===== src/rtl/lhn_seq_divider_pkg.sv =====
// Shared types and defaults for the sequential restoring divider.
package lhn_seq_divider_pkg;
  localparam int DW_DEF = 8;
  localparam int VW_DEF = 4;

  typedef enum logic [1:0] {
    S_IDLE = 2'd0,
    S_RUN  = 2'd1,
    S_DONE = 2'd2
  } div_state_e;
endpackage


===== src/rtl/lhn_div_step.sv =====
// One restoring shift-and-subtract step: produces one quotient bit and the next partial remainder.
module lhn_div_step #(
  parameter int VW = 4
) (
  input  logic [VW:0]   i_r,
  input  logic          i_q_msb,
  input  logic [VW-1:0] i_d,
  output logic [VW:0]   o_r,
  output logic          o_qbit
);
  logic [VW+1:0] w_t;

  // R stays below D, so the top bit of T is zero and the subtraction fits VW+1 bits
  assign w_t    = {i_r, i_q_msb};
  assign o_qbit = (w_t >= (VW+2)'(i_d));
  assign o_r    = o_qbit ? (VW+1)'(w_t - (VW+2)'(i_d)) : w_t[VW:0];
endmodule


===== src/rtl/lhn_seq_divider.sv =====
// Unsigned sequential restoring divider, one quotient bit per clock, start/busy/done handshake.
module lhn_seq_divider
  import lhn_seq_divider_pkg::*;
#(
  parameter int DW = DW_DEF,
  parameter int VW = VW_DEF
) (
  input  logic          i_clk,
  input  logic          i_rst_n,
  input  logic          i_start,
  input  logic [DW-1:0] i_dividend,
  input  logic [VW-1:0] i_divisor,
  output logic          o_busy,
  output logic          o_done,
  output logic          o_dz,
  output logic [DW-1:0] o_quotient,
  output logic [VW-1:0] o_remainder
);
  localparam int CW = $clog2(DW + 1);

  div_state_e    r_state;
  logic [DW-1:0] r_q;
  logic [VW-1:0] r_d;
  logic [VW:0]   r_r;
  logic [CW-1:0] r_cnt;
  logic          r_busy;
  logic          r_done;
  logic          r_dz;
  logic [DW-1:0] r_quot;
  logic [VW-1:0] r_rem;

  logic [VW:0]   w_r_nxt;
  logic          w_qbit;
  logic [DW-1:0] w_q_nxt;

  lhn_div_step #(.VW(VW)) u_step (
    .i_r     (r_r),
    .i_q_msb (r_q[DW-1]),
    .i_d     (r_d),
    .o_r     (w_r_nxt),
    .o_qbit  (w_qbit)
  );

  assign w_q_nxt = DW'({r_q, w_qbit});

  always_ff @(posedge i_clk or negedge i_rst_n) begin
    if (!i_rst_n) begin
      r_state <= S_IDLE;
      r_q     <= '0;
      r_d     <= '0;
      r_r     <= '0;
      r_cnt   <= '0;
      r_busy  <= 1'b0;
      r_done  <= 1'b0;
      r_dz    <= 1'b0;
      r_quot  <= '0;
      r_rem   <= '0;
    end else begin
      r_done <= 1'b0;
      case (r_state)
        S_IDLE: begin
          if (i_start) begin
            r_q    <= i_dividend;
            r_d    <= i_divisor;
            r_r    <= '0;
            r_cnt  <= CW'(DW);
            r_busy <= 1'b1;
            r_dz   <= 1'b0;
            // Zero divisor skips the iteration and reports saturated quotient
            if (i_divisor == '0) begin
              r_state <= S_DONE;
              r_done  <= 1'b1;
              r_dz    <= 1'b1;
              r_quot  <= '1;
              r_rem   <= '0;
            end else begin
              r_state <= S_RUN;
            end
          end
        end
        S_RUN: begin
          r_r   <= w_r_nxt;
          r_q   <= w_q_nxt;
          r_cnt <= r_cnt - CW'(1);
          if (r_cnt == CW'(1)) begin
            r_state <= S_DONE;
            r_done  <= 1'b1;
            r_quot  <= w_q_nxt;
            r_rem   <= w_r_nxt[VW-1:0];
          end
        end
        S_DONE: begin
          r_state <= S_IDLE;
          r_busy  <= 1'b0;
        end
        default: begin
          r_state <= S_IDLE;
          r_busy  <= 1'b0;
        end
      endcase
    end
  end

  assign o_busy      = r_busy;
  assign o_done      = r_done;
  assign o_dz        = r_dz;
  assign o_quotient  = r_quot;
  assign o_remainder = r_rem;
endmodule


===== config.mk =====
export PLATFORM = sky130hd
export DESIGN_NAME = lhn_seq_divider
export DESIGN_NICKNAME = d
export VERILOG_FILES = /design/src/rtl/lhn_seq_divider_pkg.sv /design/src/rtl/lhn_div_step.sv /design/src/rtl/lhn_seq_divider.sv
export SDC_FILE = /design/constraint.sdc
export NUM_CORES = 1
export LEC_CHECK = 0
export CAP_MARGIN = 20
export CORE_ASPECT_RATIO = 1.5
export CORE_MARGIN = 5
export CORE_UTILIZATION = 30
export CTS_BUF_LIST = sky130_fd_sc_hd__clkbuf_16
export DETAILED_ROUTE_END_ITERATION = 8
export GPL_ROUTABILITY_DRIVEN = 0
export SYNTH_ARGS = -nofsm -noshare
export SYNTH_HDL_FRONTEND = slang
export SYNTH_SLANG_ARGS = --single-unit
export TNS_END_PERCENT = 20

===== constraint.sdc =====
create_clock -name i_clk -period 2.83 [get_ports i_clk]
set_input_delay 0.283 -clock i_clk [delete_from_list [all_inputs] [get_ports i_clk]]
set_output_delay 0.283 -clock i_clk [all_outputs]
set_load 0.02 [all_outputs]

# Word-level counts from Yosys, hierarchy flattened

Index checks and enable logic that the tools add are counted.

Equality and inequality tests: 5
Reduce and logical (&&, ||, !) cells: 8
Add/sub/neg operators: 2
Bitwise gates (word level): 1
Order comparisons: 1
Mux-type cells: 25

Operators by type and width:

| kind                                                               | count |
|---|---|
| 8-bit 2-to-1 mux                                                   | 4 |
| 8-bit case mux with 2 select lines                                 | 2 |
| 4-bit 2-to-1 mux                                                   | 4 |
| 4-bit case mux with 2 select lines                                 | 2 |
| 5-bit 2-to-1 mux                                                   | 2 |
| 5-bit case mux with 2 select lines                                 | 1 |
| 2-bit AND reduction                                                | 4 |
| 6-bit by 4-bit >= comparator with 1-bit output                     | 1 |
| 2-bit 2-to-1 mux                                                   | 3 |
| 2-bit inequality test, second input constant                       | 3 |
| 5-bit by 4-bit subtractor with 5-bit output                        | 1 |
| 4-bit by 1-bit == test with 1-bit output, second input constant    | 1 |
| 4-bit logical NOT                                                  | 1 |
| 1-bit 2-to-1 mux                                                   | 4 |
| 1-bit case mux with 2 select lines                                 | 2 |
| 2-bit case mux with 2 select lines                                 | 1 |
| 4-bit AND reduction                                                | 1 |
| 4-bit by 1-bit subtractor with 4-bit output, second input constant | 1 |
| 2-bit by 1-bit == test with 1-bit output, second input constant    | 1 |
| 2-bit logical NOT                                                  | 1 |
| 2-bit nonzero test                                                 | 1 |
| 1-bit inverter                                                     | 1 |

Bits of input ports: 15
Word-level logic and storage cells: 52
Output and inout bits: 15
Register bits after elaboration: 38

# Longest topological paths before layout

Word-level depth: 4
Gate-level depth with buffers: 8
Gate-level depth less buffers: 7

# Hierarchy

A second synthesis with hierarchy kept.

Cells, all modules: 169
Area total of the unflattened synthesis: 1856.8 sq um

Modules (own cells, without submodules):

| module          | area an instance (sq um) | cells each | times used | seq. area each (sq um) |
|---|---|---|---|---|
| lhn_seq_divider | 1622.8                   | 140        | 1          | 950.9 |
| lhn_div_step    | 234.0                    | 29         | 1          | 0.0 |

# Least setup slack after synthesis

Ideal clock, no wire load.

Path type: reg2reg
Start: register r_d[0]
End: register r_rem[0], in the netlist o_remainder[0]
Buffers on the path: 0
Cell stages (with the launch flop): 7
Library setup time: 0.122 ns
Data required time: 2.708 ns
Arrival time: 1.768 ns
Clock period less this slack: 1.890 ns
Setup slack: 0.940 ns
Path through: dfrtp_1 > ha_1 > fa_1 > nand2b_1 > a21oi_1 > o21ai_0 > a32o_1

Word-level cells in the longest chain between the ends: 4
Elaborated cells between the ends (all ways): 5
Those cells by class: add/sub (1); order compare (1); mux (3)

Ends and longest elaborated chain:

| element                                                                                                       | line                                   | text |
|---|---|---|
| from (decl)                                                                                                   | lhn_seq_divider.sv:23                  | `logic [VW-1:0] r_d;` |
| from (signal assigned)                                                                                        | lhn_seq_divider.sv:64                  | `r_d <= i_divisor;` |
| 5-bit by 4-bit subtractor with 5-bit output or 6-bit by 4-bit >= comparator with 1-bit output (tied branches) | lhn_div_step.sv:16, lhn_div_step.sv:15 |  |
| 5-bit 2-to-1 mux (*)                                                                                          | lhn_div_step.sv:16                     | `assign o_r = o_qbit ? (VW+1)'(w_t - (VW+2)'(i_d)) : w_t[VW:0];` |
| 4-bit 2-to-1 mux (*)                                                                                          | lhn_seq_divider.sv:85                  | `if (r_cnt == CW'(1)) begin` |
| 4-bit case mux with 2 select lines (*)                                                                        | lhn_seq_divider.sv:60                  | `case (r_state)` |
| to (signal assigned)                                                                                          | lhn_seq_divider.sv:89                  | `r_rem <= w_r_nxt[VW-1:0];` |
| to (decl)                                                                                                     | lhn_seq_divider.sv:30                  | `logic [VW-1:0] r_rem;` |

Mark *: on every way between the ends. The rest lies on a longest branch, timed or not. The select of a mux whose other input is x is not followed.
A chain may end at the register's enable or synchronous reset.

# Worst setup path after layout

Start: register r_d[0]
End: register r_r[1]

Word-level cells in the longest chain between the ends: 3
Elaborated cells between the ends (all ways): 4
Those cells by class: add/sub (1); order compare (1); mux (2)

Ends and longest elaborated chain:

| element                                                                                                       | line                                   | text |
|---|---|---|
| 5-bit by 4-bit subtractor with 5-bit output or 6-bit by 4-bit >= comparator with 1-bit output (tied branches) | lhn_div_step.sv:16, lhn_div_step.sv:15 |  |
| 5-bit 2-to-1 mux (*)                                                                                          | lhn_div_step.sv:16                     |  |
| 5-bit case mux with 2 select lines (*)                                                                        | lhn_seq_divider.sv:60                  |  |
| to (signal assigned)                                                                                          | lhn_seq_divider.sv:82                  | `r_r <= w_r_nxt;` |
| to (decl)                                                                                                     | lhn_seq_divider.sv:24                  | `logic [VW:0] r_r;` |

Mark *: on every way between the ends. The rest lies on a longest branch, timed or not.

==> results.py <==
metrics = {
    "clock_network": {
        "cts_resized": 0,
        "clk_pin_slew_worst_paths_ns": 0.05,
        "h-tree-depth": 2,
        "clk_latency_ns": 0.27,
        "clkSinkCount": 38,
        "cts_buffer_depth": 2,
        "postCtsSetupRepairBufs": 0,
        "cts-root-buf": "clkbuf_16",
        "hold_buffers": 0,
        "cts_tree": "done",
        "cts_buffers": 5,
    },
    "floorplanning": {
        "die_x_microns": 74.1,
        "die_area_sq_um": 7870,
        "fp-row-count": 35,
        "num_io_pins": 30,
        "start_util": 0.304,
        "die_h_microns": 106,
        "core_sq_um": 6090,
    },
    "setup_path": {
        "cp.required_ns": 2.99,
        "start_kind": "flop",
        "crit_fanout": 5,
        "crit_arrival_ns": 2.41,
        "reg2reg_slack_ns": 0.58,
        "rr_startpoint": "r_d[0]",
        "worst-setup-path-type": "flop to flop",
        "worstReg2RegEnd": "r_r[1]",
        "cp-end-kind": "flop",
        "rr_worst_depth": 6,
    },
    "logic_synthesis": {
        "async_reset_ff_frac": 1.00,
        "synth.distinct_cells": 38,
        "ys_seq_elements": 38,
        "synth_seq_area_share": 0.514,
        "synth-edff-count": 0,
        "synth_area_leaders": "dfrtp_1, nand2_1, o21ai_0",
        "syn_area_per_cell_sq_um": 10.1,
        "synth_cells": 183,
        "synth_ff_type": "dfrtp_1",
        "syn_nets": 205,
        "synth_top_area_frac": 0.514,
        "yosysWarningCount": 0,
        "synth.largest_area_cell": "dfrtp_1",
        "synth.cell_area_sq_um": 1850,
    },
    "grt": {
        "grt_overflow": 0,
        "grt_pass1_wl_mm": 6.81,
        "grt_util_all_layers": 0.109,
        "grt_pass1_vias": 1429,
        "antenna_found_initial": 0,
        "grt_max_degree": 39,
    },
    "timing": {
        "rsz0062_at_grt": "no",
        "finalCriticalPeriod_ns": 2.25,
        "max-slew-margin-rel": 0.411,
        "final_hold_viol_count": 0,
        "drv_slew": 0,
        "whs_ns": 0.114,
        "finalCritPeriodShare": 0.795,
        "setup_violations": 0,
        "worst_pin_slew_ns": 0.883,
        "fin_skew_ns": 0.00198,
        "fmax_mhz": 444,
        "tns_ns": 0,
    },
    "power": {
        "static-leakage-power_uw": 0.00103,
        "clkPwrFrac": 0.175,
        "switchingPower_uw": 1210,
        "seq_power_share": 0.333,
        "combPwrFrac": 0.492,
        "power_density_nw_per_um2": 1270,
        "vdd_ir_drop_max_mv": 0.394,
        "intPower_uw": 1740,
        "switching_share": 0.411,
    },
    "run_status": {
        "status": "complete, no violations",
    },
    "drt": {
        "drc": 0,
        "avgRoutedWirePerCell_microns": 13.7,
        "vias": 1371,
        "wl_met2_mm": 2.04,
        "wl_met3_microns": 158,
        "ant_nets": 0,
        "drt_first_pass_iters": 3,
        "wl_met1_mm": 1.66,
        "vias_per_cell": 4.78,
        "drt_iter0_markers": 69,
        "drt_wl_total_mm": 3.94,
        "top_layer": "met4",
    },
    "final_layout": {
        "nFillCells": 620,
        "syn2layout_area_growth_pct": 25.5,
        "antenna_cells": 0,
        "layout.nets": 234,
        "drive_above_1_share": 0.0704,
    },
    "hold_path": {
        "hold_class": "input pin to asynchronous set/reset pin",
    },
    "placed_design": {
        "hpwlAfterDp_mm": 2.92,
        "portBuffers": 29,
    },
    "flow_run": {
        "drv_cap": 0,
    },
}
==> synth_stat cells, types with 2 or more instances <==
library cell and number:
inv_1 17, buf_2 2, a32o_1 4, dfrtp_1 38, nor2_1 7, nand3_1 4, o21ai_0 17, nor3_1 9
nand2_1 26, ha_1 6, a21oi_1 10, mux2i_1 7, xnor2_1 2, clkbuf_1 4, o31ai_1 5, and2_1 3
==> flip-flops by register name, summed over array words and instances (netlist names) <==
signal and cells:
r_state 2, r_d 4, r_q 8, o_done 1
o_dz 1, o_busy 1, o_quotient 8, o_remainder 4
r_r 5, r_cnt 4
==> routing by layer <==
layer | global-route usage | up-vias
met5 | 0 | -
met4 | 0.0402 | 0
met3 | 0.0265 | 6
met2 | 0.185 | 22
met1 | 0.131 | 650
li1 | - | 693
==> cell families (layout without fill, tap and decap cells) <==
kind of cell	after synthesis	in the layout	synth area share
flip-flops	38	38	0.514
adder cells (fa/ha/maj)	7	7	0.0514
multiplexers	8	8	0.0440
AND/OR/NAND/NOR	57	57	0.155
buffers and inverters	25	55	0.0622
AO/OA/AOI/OAI	46	46	0.164
XOR/XNOR	2	2	0.00947
==> final cells by class <==
| type | count | area (sq um) | area share |
|---|---|---|---|
| Sequential cell | 38 | 951 | 0.410 |
| Timing Repair Buffer | 30 | 293 | 0.126 |
| Multi-Input combinational cell | 120 | 783 | 0.337 |
| Clock buffer | 5 | 125 | 0.0539 |
| Tap cell | 74 | 92.6 | 0.0399 |
| Clock inverter | 3 | 12.5 | 0.00539 |
| Inverter | 17 | 63.8 | 0.0275 |
==> metrics by stage <==
step,instances,utilization,area (sq um),total power [uW],setup slack (ns)
final,287,0.381,2320,2960,0.579
after global routing,287,0.381,2320,3220,0.441
after CTS,287,0.381,2320,3000,0.591
after detailed placement,279,0.359,2180,2470,0.589
after global placement,279,0.359,2180,2450,0.626
after floorplan,183,-,1850,2020,0.940
==> worst max path at each step <==
stage / to / cells past startpoint / startpoint / slack [ns]
final: r_r[1] / 6 / r_d[0] / 0.58
after global placement: o_remainder[1] / 6 / r_d[0] / 0.63
after global routing: o_remainder[0] / 6 / r_d[0] / 0.44
after floorplan: o_remainder[0] / 6 / r_d[0] / 0.94
after CTS: o_remainder[1] / 6 / r_d[0] / 0.59
after detailed placement: o_quotient[0] / 5 / i_start / 0.59
==> critical path, cell delays in order, from the launching register on <==
cell and delay, ns:
dfrtp_1 0.41, ha_1 0.24, fa_1 0.41, nand2b_1 0.18
a21oi_1 0.37, o21ai_0 0.23, a32o_1 0.30
==> power groups by stage <==
stage | combinational (uW) | sequential, uW | clock, uW
3_3_place_gp | 1460 | 991 | 0
5_1_grt | 1640 | 1020 | 553
6_report | 1460 | 985 | 516
3_5_place_dp | 1470 | 999 | 0
4_1_cts | 1480 | 991 | 534
2_1_floorplan | 958 | 1060 | 0
==> cell usage in the layout (no fill, tap or decap), drive strengths merged, types with 3 or more instances in the layout <==
master         count
o21ai             17
a32o               4
clkbuf             5
mux2i              7
nor2               7
nand3              4
inv               18
a21oi             10
dfrtp             38
nor3               9
and2               3
o31ai              5
nand2             26
ha                 6
clkdlybuf4s50     28
Power figures use the tool's default switching activity.
